===== src/rtl/lii_pkg.sv =====
// Shared LII fabric constants and helpers.
package lii_pkg;

    localparam int unsigned LII_ID_W       = 8;
    localparam int unsigned LII_DEFAULT_PW = 128;

    function automatic int unsigned lanes(input int unsigned pw, input int unsigned dw);
        return pw / dw;
    endfunction

endpackage


===== src/rtl/lii_sync_fifo.sv =====
// Synchronous first-word-fall-through FIFO; read data reads as zero while empty.
module lii_sync_fifo #(
    parameter int unsigned WIDTH = 128,
    parameter int unsigned DEPTH = 4
) (
    input  logic                       aclk,
    input  logic                       arstn,
    input  logic                       wr_en,
    input  logic [WIDTH-1:0]           wr_data,
    output logic                       full,
    input  logic                       rd_en,
    output logic [WIDTH-1:0]           rd_data,
    output logic                       empty,
    output logic [$clog2(DEPTH):0]     count
);

    localparam int unsigned AW = $clog2(DEPTH);
    localparam int unsigned CW = AW + 1;

    logic [WIDTH-1:0] mem_q [DEPTH];
    logic [AW-1:0]    wr_ptr_q;
    logic [AW-1:0]    rd_ptr_q;
    logic [CW-1:0]    count_q;
    logic             push;
    logic             pop;

    assign full    = (count_q == CW'(DEPTH));
    assign empty   = (count_q == '0);
    assign push    = wr_en & ~full;
    assign pop     = rd_en & ~empty;
    assign rd_data = empty ? '0 : mem_q[rd_ptr_q];
    assign count   = count_q;

    always_ff @(posedge aclk) begin
        if (push) begin
            mem_q[wr_ptr_q] <= wr_data;
        end
    end

    always_ff @(posedge aclk or negedge arstn) begin
        if (!arstn) begin
            wr_ptr_q <= '0;
            rd_ptr_q <= '0;
            count_q  <= '0;
        end else begin
            if (push) wr_ptr_q <= wr_ptr_q + AW'(1);
            if (pop)  rd_ptr_q <= rd_ptr_q + AW'(1);
            case ({push, pop})
                2'b10:   count_q <= count_q + CW'(1);
                2'b01:   count_q <= count_q - CW'(1);
                default: count_q <= count_q;
            endcase
        end
    end

endmodule


===== src/rtl/lii_out_packer.sv =====
// Kernel-side LII output stage: packs PACK kernel words per beat, tags them
// with constant IDs and buffers beats in a FWFT FIFO toward the phy.
module lii_out_packer
    import lii_pkg::*;
#(
    parameter int unsigned          DW     = 32,
    parameter int unsigned          PW     = LII_DEFAULT_PW,
    parameter int unsigned          PACK   = 1,
    parameter int unsigned          DEPTH  = 4,
    parameter logic [LII_ID_W-1:0]  SRC_ID = 8'd0,
    parameter logic [LII_ID_W-1:0]  DST_ID = 8'd1
) (
    input  logic                 aclk,
    input  logic                 arstn,
    input  logic [DW-1:0]        k_tdata,
    input  logic                 k_tvalid,
    output logic                 k_tready,
    input  logic                 k_tlast,
    output logic [PW-1:0]        lii_out_p0_tdata,
    output logic                 lii_out_p0_tvalid,
    input  logic                 lii_out_p0_tready,
    output logic [LII_ID_W-1:0]  lii_out_p0_src,
    output logic [LII_ID_W-1:0]  lii_out_p0_dst,
    output logic                 ce
);

    localparam int unsigned LANE_W = (PACK > 1) ? $clog2(PACK) : 1;
    localparam int unsigned CW     = $clog2(DEPTH) + 1;

    if (PW % DW != 0) begin : g_err_pw
        $error("lii_out_packer: PW must be a multiple of DW");
    end
    if (PACK < 1 || PACK > lanes(PW, DW)) begin : g_err_pack
        $error("lii_out_packer: PACK must be in 1..PW/DW");
    end
    if (DEPTH < 2 || (DEPTH & (DEPTH - 1)) != 0) begin : g_err_depth
        $error("lii_out_packer: DEPTH must be a power of 2, >= 2");
    end

    logic [LANE_W-1:0] lane_q, lane_d;
    logic [PW-1:0]     acc_q, acc_d;
    logic [PW-1:0]     beat;
    logic              run_q;
    logic              accept;
    logic              flush;
    logic              fifo_full;
    logic              fifo_empty;
    logic [CW-1:0]     fifo_count;

    // run_q holds ready low through reset and releases it on the first edge after.
    assign k_tready          = run_q & ~fifo_full;
    assign ce                = k_tready;
    assign accept            = k_tvalid & k_tready;
    assign flush             = (lane_q == LANE_W'(PACK - 1)) | k_tlast;
    assign lii_out_p0_tvalid = ~fifo_empty;
    assign lii_out_p0_src    = SRC_ID;
    assign lii_out_p0_dst    = DST_ID;

    always_comb begin
        beat = '0;
        for (int unsigned i = 0; i < PACK; i++) begin
            if (LANE_W'(i) < lane_q) begin
                beat[i*DW +: DW] = acc_q[i*DW +: DW];
            end else if (LANE_W'(i) == lane_q) begin
                beat[i*DW +: DW] = k_tdata;
            end
        end
    end

    always_comb begin
        acc_d  = acc_q;
        lane_d = lane_q;
        if (accept) begin
            if (flush) begin
                acc_d  = '0;
                lane_d = '0;
            end else begin
                acc_d  = beat;
                lane_d = lane_q + LANE_W'(1);
            end
        end
    end

    always_ff @(posedge aclk or negedge arstn) begin
        if (!arstn) begin
            lane_q <= '0;
            acc_q  <= '0;
            run_q  <= 1'b0;
        end else begin
            lane_q <= lane_d;
            acc_q  <= acc_d;
            run_q  <= 1'b1;
        end
    end

    lii_sync_fifo #(
        .WIDTH (PW),
        .DEPTH (DEPTH)
    ) u_fifo (
        .aclk    (aclk),
        .arstn   (arstn),
        .wr_en   (accept & flush),
        .wr_data (beat),
        .full    (fifo_full),
        .rd_en   (lii_out_p0_tready),
        .rd_data (lii_out_p0_tdata),
        .empty   (fifo_empty),
        .count   (fifo_count)
    );

    a_count_bound: assert property (@(posedge aclk) disable iff (!arstn)
        fifo_count <= CW'(DEPTH));

endmodule


===== config.mk =====
export PLATFORM = sky130hd
export DESIGN_NAME = lii_out_packer
export DESIGN_NICKNAME = d
export VERILOG_FILES = /design/src/rtl/lii_pkg.sv /design/src/rtl/lii_sync_fifo.sv /design/src/rtl/lii_out_packer.sv
export SDC_FILE = /design/constraint.sdc
export NUM_CORES = 1
export LEC_CHECK = 0
export ABC_AREA = 1
export CORE_UTILIZATION = 45
export DETAILED_ROUTE_END_ITERATION = 8
export PLACE_DENSITY = 0.76
export REMOVE_ABC_BUFFERS = 1
export SYNTH_ARGS = -nofsm -noshare
export SYNTH_HDL_FRONTEND = slang
export SYNTH_SLANG_ARGS = --single-unit

===== constraint.sdc =====
create_clock -name aclk -period 2.6 [get_ports aclk]
set_input_delay 0.65 -clock aclk [delete_from_list [all_inputs] [get_ports aclk]]
set_output_delay 0.65 -clock aclk [all_outputs]
set_load 0.005 [all_outputs]

After elaboration in Yosys (flattened, before gate mapping)
Memories as Yosys holds them, arrays and structs flattened.
Cells that the tools add are included.
{ "classes": {"n_addsub": 5, "magnitude_cmp": 1, "eq_ne": 3, "mux": 8, "bitwise_logic": 9, "n_reduce_logical": 2} }
{ "ops": {"columns": ["operator", "count"], "rows": [
  ["$mux W128", 1],
  ["$mux W32", 3],
  ["$pmux W3 S2", 1],
  ["$and A1 B1 Y1", 5],
  ["$add A2 B1 Y2 const B", 2],
  ["$add A3 B1 Y3 const B", 1],
  ["$eq A3 B3 Y1 const B", 1],
  ["$logic_not A3 Y1", 1],
  ["$mux W1", 3],
  ["$not A1 Y1", 3],
  ["$sub A3 B1 Y3 const B", 1],
  ["$eq A2 B1 Y1 const B", 1],
  ["$eq A2 B2 Y1 const B", 1],
  ["$reduce_bool A2 Y1", 1],
  ["$add A1 B1 Y1 const B", 1],
  ["$lt A1 B1 Y1 const A", 1],
  ["$or A1 B1 Y1", 1]
]} }
{ "totals": {"regBits": 41, "ram_bits": 128, "output_inout_bits": 147, "elab_cells": 35, "n_memories": 1} }
{ "mem_list": {"columns": ["memory", "words", "width", "read_ports", "rd_clocked_by_memory_dff", "wr", "line", "rtl"], "rows": [
  ["u_fifo.mem_q", 4, 32, 1, 0, 1, "lii_sync_fifo.sv:20", "logic [WIDTH-1:0] mem_q [DEPTH];"]
]} }

Depth between registers and ports, before layout
Gate-level depths: netlist of the first run.
{ "logic_depth": {"word_depth": 8, "depth_mapped": 10, "depth_no_buf": 10} }

Cells and area by module
From an unflattened synthesis of the first run, not the netlist that was laid out.
{ "hier_totals": {"hier_cells": 2280, "hier_area_um2": 23851.6} }
{ "modules_own_cells": {"columns": ["mod", "n_inst", "cells_per_inst", "area_per_inst_um2", "seq_area_each_um2"], "rows": [
  ["lii_sync_fifo", 1, 2079, 22218.8, 15549.9],
  ["lii_out_packer", 1, 201, 1632.8, 850.8]
]} }

Worst setup path before layout of the first run
No wires, ideal clock.
{ "synth_path": {"path_kind": "input to register", "startpoint": "input k_tlast", "endpoint": "memory u_fifo.mem_q[0][0] in the netlist's numbering, enable pin", "setup_time_ps": 421, "arrival_ps": 2420, "required_ps": 2179, "slack_ps": -241, "path_stages": 5, "path_cell_list": "inv_1 nand2_2 nand4_2 buf_2 nor2_1"} }
{ "synth_between": {"elab_chain_cells": 5} }
{ "synth_lines": {"columns": ["element", "line", "rtl"], "rows": [
  ["start: declaration", "lii_out_packer.sv:18", "input logic k_tlast,"],
  ["$or A1 B1 Y1", "lii_out_packer.sv:54", "assign flush = (lane_q == LANE_W'(PACK - 1)) | k_tlast;"],
  ["$and A1 B1 Y1", "lii_out_packer.sv:102", ".wr_en (accept & flush),"],
  ["$and A1 B1 Y1", "lii_sync_fifo.sv:29", "assign push = wr_en & ~full;"],
  ["$mux W1", "lii_sync_fifo.sv:35", "if (push) begin"],
  ["$mux W1 (implied by the code)", "lii_sync_fifo.sv:36", "mem_q[wr_ptr_q] <= wr_data;"],
  ["end: declaration", "lii_sync_fifo.sv:20", null]
]} }
Every way passes these cells.

Final worst setup path of the first run
{ "layout_path": {"startpoint": "register u_fifo.rd_ptr_q[0]", "endpoint": "output lii_out_p0_tdata[29]"} }
{ "layout_between": {"elab_chain_cells": 2} }
{ "layout_lines": {"columns": ["element", "line", "rtl"], "rows": [
  ["start: declaration", "lii_sync_fifo.sv:22", "logic [AW-1:0] rd_ptr_q;"],
  ["start signal: assignment", "lii_sync_fifo.sv:47", "if (pop) rd_ptr_q <= rd_ptr_q + AW'(1);"],
  ["$mem_v2 Z4 W32", null, null],
  ["$mux W128", "lii_sync_fifo.sv:31", "assign rd_data = empty ? '0 : mem_q[rd_ptr_q];"],
  ["end: declaration", "lii_out_packer.sv:19", "output logic [PW-1:0] lii_out_p0_tdata,"]
]} }
Every way passes these cells.

==> impl_metrics.env, run 1 <==
export IMPL_p_leak_nw=3.99
export IMPL_ant_nets=0
export IMPL_syn_inst=689
export IMPL_grt_overflow_total=0
export IMPL_rsz0062_at_grt="yes"
export IMPL_fp_coreArea_um2=16800
export IMPL_drc=0
export IMPL_power_mw=9.27
export IMPL_cp_max_fo=19
export IMPL_cap_violations=0
export IMPL_power_density_nw_per_um2=1010
export IMPL_n_antenna_cell=0
export IMPL_grt_max_degree=47
export IMPL_avgSynthCellArea_um2=11.3
export IMPL_placementRows=47
export IMPL_rrSetupSlack_ns=0.62
export IMPL_min_delay_path_class="primary input to asynchronous set/reset pin"
export IMPL_cts_sinks=169
export IMPL_period_minus_slack_ns=2.55
export IMPL_status="complete, no violations"
export IMPL_worst_slew_pin_slew_ns=0.514
export IMPL_drtPass1Iterations=5
export IMPL_die_x_um=133
export IMPL_fin_nets=813
export IMPL_synth_cell_types=25
export IMPL_portBuffers=71
export IMPL_clk_latency_ns=0.42
export IMPL_synth_seq_cells=169
export IMPL_grt_pass1_vias=4523
export IMPL_synth_top_cell_by_area="edfxtp_1"
export IMPL_ctsLongestPathBuffers=2
export IMPL_crit_path_end_kind="primary output"
export IMPL_synth_top_area_frac=0.494
export IMPL_die_y_um=133
export IMPL_relSlewSlack=0.658
export IMPL_num_vias=4758
export IMPL_vdd_drop_max_mv=0.561
export IMPL_viasPerCell=4.74
export IMPL_timing_fmax_ghz=0.392
export IMPL_area_growth_pct=18.2
export IMPL_placement_cell_area_um2=8440
export IMPL_finalClockSkew_ns=0.00982
export IMPL_drive_above_1_share=0.143
export IMPL_avgRoutedWirePerCell_um=15.7
export IMPL_root_buffer="clkbuf_16"
export IMPL_crit_path_start_kind="flip-flop"
export IMPL_drt_iter0_drc=391
export IMPL_final_area_um2=9200
export IMPL_track_usage=0.175
export IMPL_period_share=0.982
export IMPL_yosys_top_cells_area="edfxtp_1, dfrtp_1, buf_4"
export IMPL_place_hpwl_um=9180
export IMPL_initial_core_util=0.464
export IMPL_tns_ns=0
export IMPL_gp_congestion=0.748
export IMPL_antenna_found_initial=0
export IMPL_path_class="flip-flop to primary output"
export IMPL_setup_viol=0
export IMPL_synth_flop_cell="edfxtp_1"
export IMPL_crit_reg2reg_launch="u_fifo.count[0]"
export IMPL_grt_pass1_wl_um=23600
export IMPL_cp_data_required_time_ns=1.95
export IMPL_cts_max_level=4
export IMPL_yosys_warnings=0
export IMPL_cts_tree="built"
export IMPL_wl_um=15800
export IMPL_drv_slew=0
export IMPL_async_flop_share=0.243
export IMPL_hold_viol_final=0
export IMPL_synth_most_common_cell="nor2_1"
export IMPL_cts_buffers=17
export IMPL_dieArea_um2=17800
export IMPL_path_clk_slew_ns=0.06
export IMPL_syn_area_um2=7780
export IMPL_reg2reg_depth=10
export IMPL_ys_top_cells_by_count="nor2_1, edfxtp_1, buf_4, o21ai_1, inv_1"
export IMPL_synth_edf_count=128
export IMPL_r2r_end="u_fifo.count[2]"
export IMPL_critPathArrivalTime_ns=1.90
export IMPL_ys_seq_area_frac=0.626
export IMPL_pin_count=184
export IMPL_cts_hold_buffers_added=0
export IMPL_fillers=1374
[per-stage QoR]
step	hold slack, ns	instances	setup slack (ns)	utilization
finish	0.192	1003	0.0469	0.549
CTS	0.197	998	-0.131	0.540
global route	0.217	1003	-0.0125	0.549
detailed placement	0.449	965	0.0861	0.503
global placement	0.443	965	0.138	0.503
floorplan	0.354	655	-0.942	-
[worst max-delay path: stages, from the launching register on]
cell	delay (ns)
dfrtp_2	0.47
buf_4	0.16
clkbuf_16	0.19
nor2_1	0.06
nor2_1	0.10
o21ai_1	0.08
a21oi_1	0.17
dlygate4sd2_1	0.26
[cell families (layout without fill, tap and decap cells)]
kind of cell,count (synthesis),count (layout),synth area share
DFF,169,169,0.626
AOI/OAI and AO/OA,100,100,0.0643
adders and majority gates,6,6,0.0106
buffers and inverters,194,177,0.158
other,2,113,0.000965
and+or+nand+nor,183,183,0.0909
xor gates and xnor gates,3,3,0.00338
muxes,32,32,0.0463
[power breakdown]
part           switching (mW)  total (mW)  internal, mW
clock network            1.04        2.57          1.53
registers               0.115        3.30          3.18
logic                    1.90        3.40          1.50
total                    3.06        9.27          6.21
[metal layers]
| layer | wire length, um | vias up | GRT usage |
|---|---|---|---|
| li1 | - | 2213 | - |
| met1 | 6550 | 2281 | 0.222 |
| met2 | 8000 | 239 | 0.298 |
| met3 | 937 | 25 | 0.0358 |
| met4 | 274 | 0 | 0.0581 |
| met5 | 0 | - | 0 |
[repair_timing]
action | 4_1_cts | 5_1_grt
buffers inserted | 1 | 2
cloned | 0 | 3
endpoints found under the setup margin | 32 | 11
resized for setup | 31 | 20
pin swaps | 7 | 11
[cell usage in the layout (no fill, tap or decap), types with 17 or more instances in the layout]
master / count
a21oi_1: 23
clkbuf_16: 20
clkdlybuf4s50_1: 38
conb_1: 113
dfrtp_1: 39
dlygate4sd2_1: 20
edfxtp_1: 128
inv_1: 47
mux2_2: 32
nand2_1: 44
nor2_1: 126
o21ai_0: 17
o21ai_1: 49
[state kept, by name, indices dropped and copies added (netlist names)]
register         cells
run_q                1
acc_q               32
lane_q               1
u_fifo.rd_ptr_q      2
u_fifo.mem_q       128
u_fifo.count         3
u_fifo.wr_ptr_q      2
[worst max-delay path by stage]
stage / start / cells after the start / end / slack, ns
after global routing: u_fifo.rd_ptr_q[0] / 7 / lii_out_p0_tdata[18] / -0.01
after global placement: lii_out_p0_tready / 9 / u_fifo.count[2] / 0.14
after floorplan: lane_q / 3 / u_fifo.mem_q[0][0] / -0.94
after CTS: u_fifo.rd_ptr_q[0] / 5 / lii_out_p0_tdata[6] / -0.13
final: u_fifo.rd_ptr_q[0] / 7 / lii_out_p0_tdata[29] / 0.05
after detailed placement: lii_out_p0_tready / 9 / u_fifo.count[2] / 0.09
[layout make-up]
class                   instances  area (um^2)  area share
repair buffers                 96         1080       0.118
multi-input cells             437         2180       0.237
well taps                     220          275      0.0299
clock buffers                  19          433      0.0471
flip-flops and latches        169         4870       0.530
inverters                      49          189      0.0205
clock inverters                13          168      0.0182
(Power assumes the default switching activity.)
==> inputs of run 2 (changes only) <==
==> constraint.sdc (replaced) <==
create_clock -name aclk -period 2.6 [get_ports aclk]
set_input_delay 0.78 -clock aclk [delete_from_list [all_inputs] [get_ports aclk]]
set_output_delay 0.78 -clock aclk [all_outputs]
set_load 0.005 [all_outputs]
==> run 2 against run 1 <==
  * First-iteration DRC count is 19% higher
  * Critical path depth is 1 higher
  * Non-clock buffer count up 27
  * Hold slack worse by 0.0044 ns
  * Die area did not move
  * Final cell count increased by 2.7%
  * Routed wire length increased by 0.37%
  * Final area is 1.4% higher
  * Combinational power increased by 10%
  * Critical path type unchanged
  * Largest power group unchanged
==> impl_metrics.env, run 2 (synthesis results as in run 1) <==
export IMPL_cts_sinks=169
export IMPL_ctsLongestPathBuffers=2
export IMPL_placedCellCount=973
export IMPL_cts_max_level=4
export IMPL_grt_pass1_vias=4614
export IMPL_avgRoutedWirePerCell_um=15.4
export IMPL_relSlewSlack=0.652
export IMPL_final_area_um2=9330
export IMPL_die_x_um=133
export IMPL_status="complete, no violations"
export IMPL_setup_viol=0
export IMPL_layout_commonest_cell="edfxtp_1"
export IMPL_antenna_found_initial=0
export IMPL_critPathArrivalTime_ns=1.81
export IMPL_period_share=0.997
export IMPL_regArea_um2=4870
export IMPL_drtPass1Iterations=5
export IMPL_timing_fmax_ghz=0.386
export IMPL_path_class="flip-flop to primary output"
export IMPL_power_mw=9.32
export IMPL_layout_cells_non_filler=1030
export IMPL_clk_latency_ns=0.43
export IMPL_drv_slew=0
export IMPL_place_hpwl_um=9310
export IMPL_crit_start="u_fifo.rd_ptr_q[0]"
export IMPL_grt_overflow_total=0
export IMPL_drive_above_1_share=0.225
export IMPL_final_cell_mix="edfxtp_1, nor2_1, conb_1"
export IMPL_crit_path_end_kind="primary output"
export IMPL_maxUsedRoutingLayer="met4"
export IMPL_num_vias=4817
export IMPL_pin_count=184
export IMPL_vdd_drop_max_mv=0.457
export IMPL_min_delay_path_class="primary input to asynchronous set/reset pin"
export IMPL_dieArea_um2=17800
export IMPL_drc=0
export IMPL_wl_met3_um=875
export IMPL_fin_nets=840
export IMPL_path_clk_slew_ns=0.06
export IMPL_track_usage=0.186
export IMPL_cp_data_required_time_ns=1.82
export IMPL_fp_coreArea_um2=16800
export IMPL_finalHoldWorstSlack_ns=0.188
export IMPL_cts_hold_buffers_added=0
export IMPL_wl_um=15800
export IMPL_wl_met2_um=7850
export IMPL_placement_cell_area_um2=8520
export IMPL_crit_reg2reg_launch="u_fifo.count[2]"
export IMPL_worst_slack_ns=0.00785
export IMPL_cap_violations=0
export IMPL_viasPerCell=4.68
export IMPL_drt_iter0_drc=467
export IMPL_n_antenna_cell=0
export IMPL_cp_max_fo=6
export IMPL_placementRows=47
export IMPL_rsz0062_at_grt="yes"
export IMPL_crit_path_start_kind="flip-flop"
export IMPL_grt_max_degree=34
export IMPL_gp_congestion=0.797
export IMPL_root_buffer="clkbuf_16"
export IMPL_area_growth_pct=19.9
export IMPL_worst_slew_pin_slew_ns=0.522
export IMPL_die_y_um=133
export IMPL_portBuffers=71
export IMPL_hold_viol_final=0
export IMPL_initial_core_util=0.464
export IMPL_multi_input_area_um2=2230
export IMPL_top_register="u_fifo.mem_q"
export IMPL_p_leak_nw=3.97
export IMPL_cts_tree="built"
export IMPL_grt_pass1_wl_um=24900
export IMPL_cts_buffers=17
export IMPL_power_density_nw_per_um2=999
export IMPL_routedLengthMet1_um=6900
export IMPL_ant_nets=0
export IMPL_finalClockSkew_ns=0.00644
export IMPL_period_minus_slack_ns=2.59
export IMPL_dp_slack_ns=-0.0396
export IMPL_largest_reg_flops=128
export IMPL_fillers=1341
## run 2: repair_timing
| action | 4_1_cts | 5_1_grt |
|---|---|---|
| cloned | 4 | 1 |
| gates resized for setup | 116 | 59 |
| buffers inserted | 19 | 4 |
| endpoints found under the setup margin | 32 | 32 |
| pin swaps | 21 | 18 |
## run 2: per-layer routing
metal  GRT usage  vias up
met5           0        -
met3      0.0373       17
met4      0.0619        0
li1            -     2268
met2       0.306      214
met1       0.246     2318
## run 2: per-stage QoR
| step | TNS (ns) | utilization |
|---|---|---|
| after global routing | -0.601 | 0.557 |
| final | 0 | 0.557 |
| after CTS | -0.318 | 0.555 |
| after global placement | 0 | 0.508 |
| after floorplan | -136.42 | - |
| after detailed placement | -0.0396 | 0.508 |
## run 2: critical path, cell delays in order, from the launching register on
cell	delay, ns
dfrtp_2	0.49
buf_8	0.16
buf_6	0.12
buf_6	0.11
nor2_4	0.03
nor2_1	0.08
o21ai_1	0.08
a21oi_2	0.17
buf_2	0.14
## run 2: report_power, final
part / internal, mW / switching [mW] / leakage, nW / total (mW)
logic: 1.72 / 2.02 / 2.01 / 3.75
clock network: 1.29 / 0.972 / 0.253 / 2.26
registers: 3.19 / 0.128 / 1.72 / 3.31
## run 2: final cells by class
cell class	count	share of cell area
Sequential cell	169	0.522
Multi-Input combinational cell	437	0.240
Timing Repair Buffer	123	0.132
Clock buffer	24	0.0516
Tap cell	220	0.0295
Inverter	49	0.0200
Clock inverter	8	0.00496
## run 2: path summary, 6_finish.rpt
kind,to,slack (ns),cells past startpoint
setup / recovery,lii_out_p0_tdata[22],0.008,8
hold / removal,lane_q,0.19,1
setup reg to reg,u_fifo.count[2],0.65,10
hold reg to reg,acc_q[23],0.46,2
max in group asynchronous,u_fifo.rd_ptr_q[0],1.80,2
min in group aclk,acc_q[23],0.46,2
==> inputs of run 3 (changes only) <==
PLACE_DENSITY = 0.73   (was 0.76)
RECOVER_POWER = 100   (was not set)
==> run 3 against run 2 <==
  * Flip-flop and latch count unchanged
  * Via count is 1.8% higher
  * Final area grew 2.2%
  * Routed wire length increased by 6.9%
  * First-iteration DRC count is 32% lower
  * Critical endpoint is now lii_out_p0_tdata[23]
  * Largest power group unchanged
  * Highest routed layer unchanged
==> impl_metrics.env, run 3 (synthesis results as in run 1) <==
export IMPL_status="complete, no violations"
export IMPL_portBuffers=71
export IMPL_dieArea_um2=17800
export IMPL_drv_slew=0
export IMPL_fp_coreArea_um2=16800
export IMPL_place_hpwl_um=9210
export IMPL_layout_commonest_cell="edfxtp_1"
export IMPL_ctsLongestPathBuffers=2
export IMPL_setup_viol=0
export IMPL_cp_max_fo=5
export IMPL_die_y_um=133
export IMPL_fin_nets=827
export IMPL_drt_iter0_drc=319
export IMPL_cts_max_level=4
export IMPL_dp_slack_ns=-0.0113
export IMPL_drtPass1Iterations=5
export IMPL_p_leak_nw=3.98
export IMPL_grt_pass1_wl_um=25800
export IMPL_crit_path_start_kind="flip-flop"
export IMPL_hold_viol_final=0
export IMPL_pin_count=184
export IMPL_root_buffer="clkbuf_16"
export IMPL_period_minus_slack_ns=2.60
export IMPL_cap_violations=0
export IMPL_fillers=1342
export IMPL_clk_latency_ns=0.42
export IMPL_min_delay_path_class="primary input to asynchronous set/reset pin"
export IMPL_crit_path_end_kind="primary output"
export IMPL_n_antenna_cell=0
export IMPL_cts_hold_buffers_added=0
export IMPL_cp_data_required_time_ns=1.82
export IMPL_critPathArrivalTime_ns=1.82
export IMPL_drc=0
export IMPL_wl_um=16900
export IMPL_placementRows=47
export IMPL_worst_slack_ns=0.000935
export IMPL_gp_congestion=0.739
export IMPL_relSlewSlack=0.226
export IMPL_drive_above_1_share=0.225
export IMPL_grt_overflow_total=0
export IMPL_finalClockSkew_ns=0.00929
export IMPL_cts_tree="built"
export IMPL_rrSetupSlack_ns=0.46
export IMPL_largest_reg_flops=128
export IMPL_antenna_found_initial=0
export IMPL_die_x_um=133
export IMPL_vdd_drop_max_mv=0.747
export IMPL_initial_core_util=0.464
export IMPL_rsz0062_at_grt="yes"
export IMPL_cts_sinks=169
export IMPL_path_class="flip-flop to primary output"
export IMPL_top_register="u_fifo.mem_q"
export IMPL_track_usage=0.197
export IMPL_finalHoldWorstSlack_ns=0.405
export IMPL_final_cell_mix="edfxtp_1, conb_1, nor2_1"
export IMPL_crit_start="u_fifo.rd_ptr_q[0]"
export IMPL_ant_nets=0
export IMPL_area_growth_pct=22.5
export IMPL_grt_pass1_vias=4854
export IMPL_period_share=1.00
export IMPL_cts_buffers=17
export IMPL_crit_reg2reg_launch="u_fifo.count[0]"
export IMPL_viasPerCell=4.82
export IMPL_path_clk_slew_ns=0.06
export IMPL_num_vias=4902
export IMPL_worst_slew_pin_slew_ns=1.16
export IMPL_avgRoutedWirePerCell_um=16.6
export IMPL_timing_fmax_ghz=0.385
export IMPL_power_density_nw_per_um2=1040
export IMPL_grt_max_degree=34
## run 3: per-layer routing
metal  routed length (um)  up-vias  global-route usage
li1                     -     2251                   -
met1                 6830     2382               0.239
met5                    0        -                   0
met4                  268        0              0.0707
met3                 1250       23              0.0521
met2                 8570      246               0.338
## run 3: report_power, final
group	switching, mW	leakage, nW	internal [mW]
Combinational	2.23	1.97	1.81
Clock	1.03	0.290	1.54
Sequential	0.128	1.72	3.19
Total	3.39	3.98	6.55
## run 3: repair_timing
action | 4_1_cts | 5_1_grt
gates cloned | 8 | 2
hold endpoints to repair | 0 | 0
buffers inserted | 10 | 0
pin swaps | 31 | 45
setup endpoints to repair | 34 | 32
gates resized for setup | 194 | 62
## run 3: layout make-up
type | instances | area [um^2] | area share
Clock buffer | 18 | 439 | 0.0461
Tap cell | 220 | 275 | 0.0289
Timing Repair Buffer | 110 | 1130 | 0.118
Inverter | 49 | 196 | 0.0206
Sequential cell | 169 | 4870 | 0.511
Multi-Input combinational cell | 437 | 2450 | 0.257
Clock inverter | 14 | 174 | 0.0182
## run 3: final timing paths
check                                  endpoint  cells past startpoint
max in group asynchronous    u_fifo.rd_ptr_q[0]                      2
min reg2reg                            acc_q[2]                      2
min in group aclk                      acc_q[2]                      2
max reg2reg                  u_fifo.wr_ptr_q[1]                      7
max                        lii_out_p0_tdata[23]                      8
min                                    acc_q[2]                      1
## run 3: stage by stage
stage | area [um^2] | util | setup TNS (ns) | std cells | power [mW]
finish | 9530 | 0.569 | 0 | 1017 | 9.94
CTS | 9480 | 0.566 | -0.470 | 1018 | 9.92
global route | 9530 | 0.569 | -3.48 | 1017 | 10.5
detailed placement | 8450 | 0.504 | -0.0113 | 968 | 6.66
global placement | 8450 | 0.504 | 0 | 968 | 6.60
floorplan | 7150 | - | -136.42 | 655 | 4.83
## run 3: worst max-delay path, cell delays in order (launching register included)
cell	delay [ns]
dfrtp_4	0.51
buf_12	0.15
buf_12	0.14
clkbuf_16	0.17
nor2_2	0.11
nor2_1	0.04
o21ai_1	0.10
a21oi_2	0.08
clkbuf_2	0.11
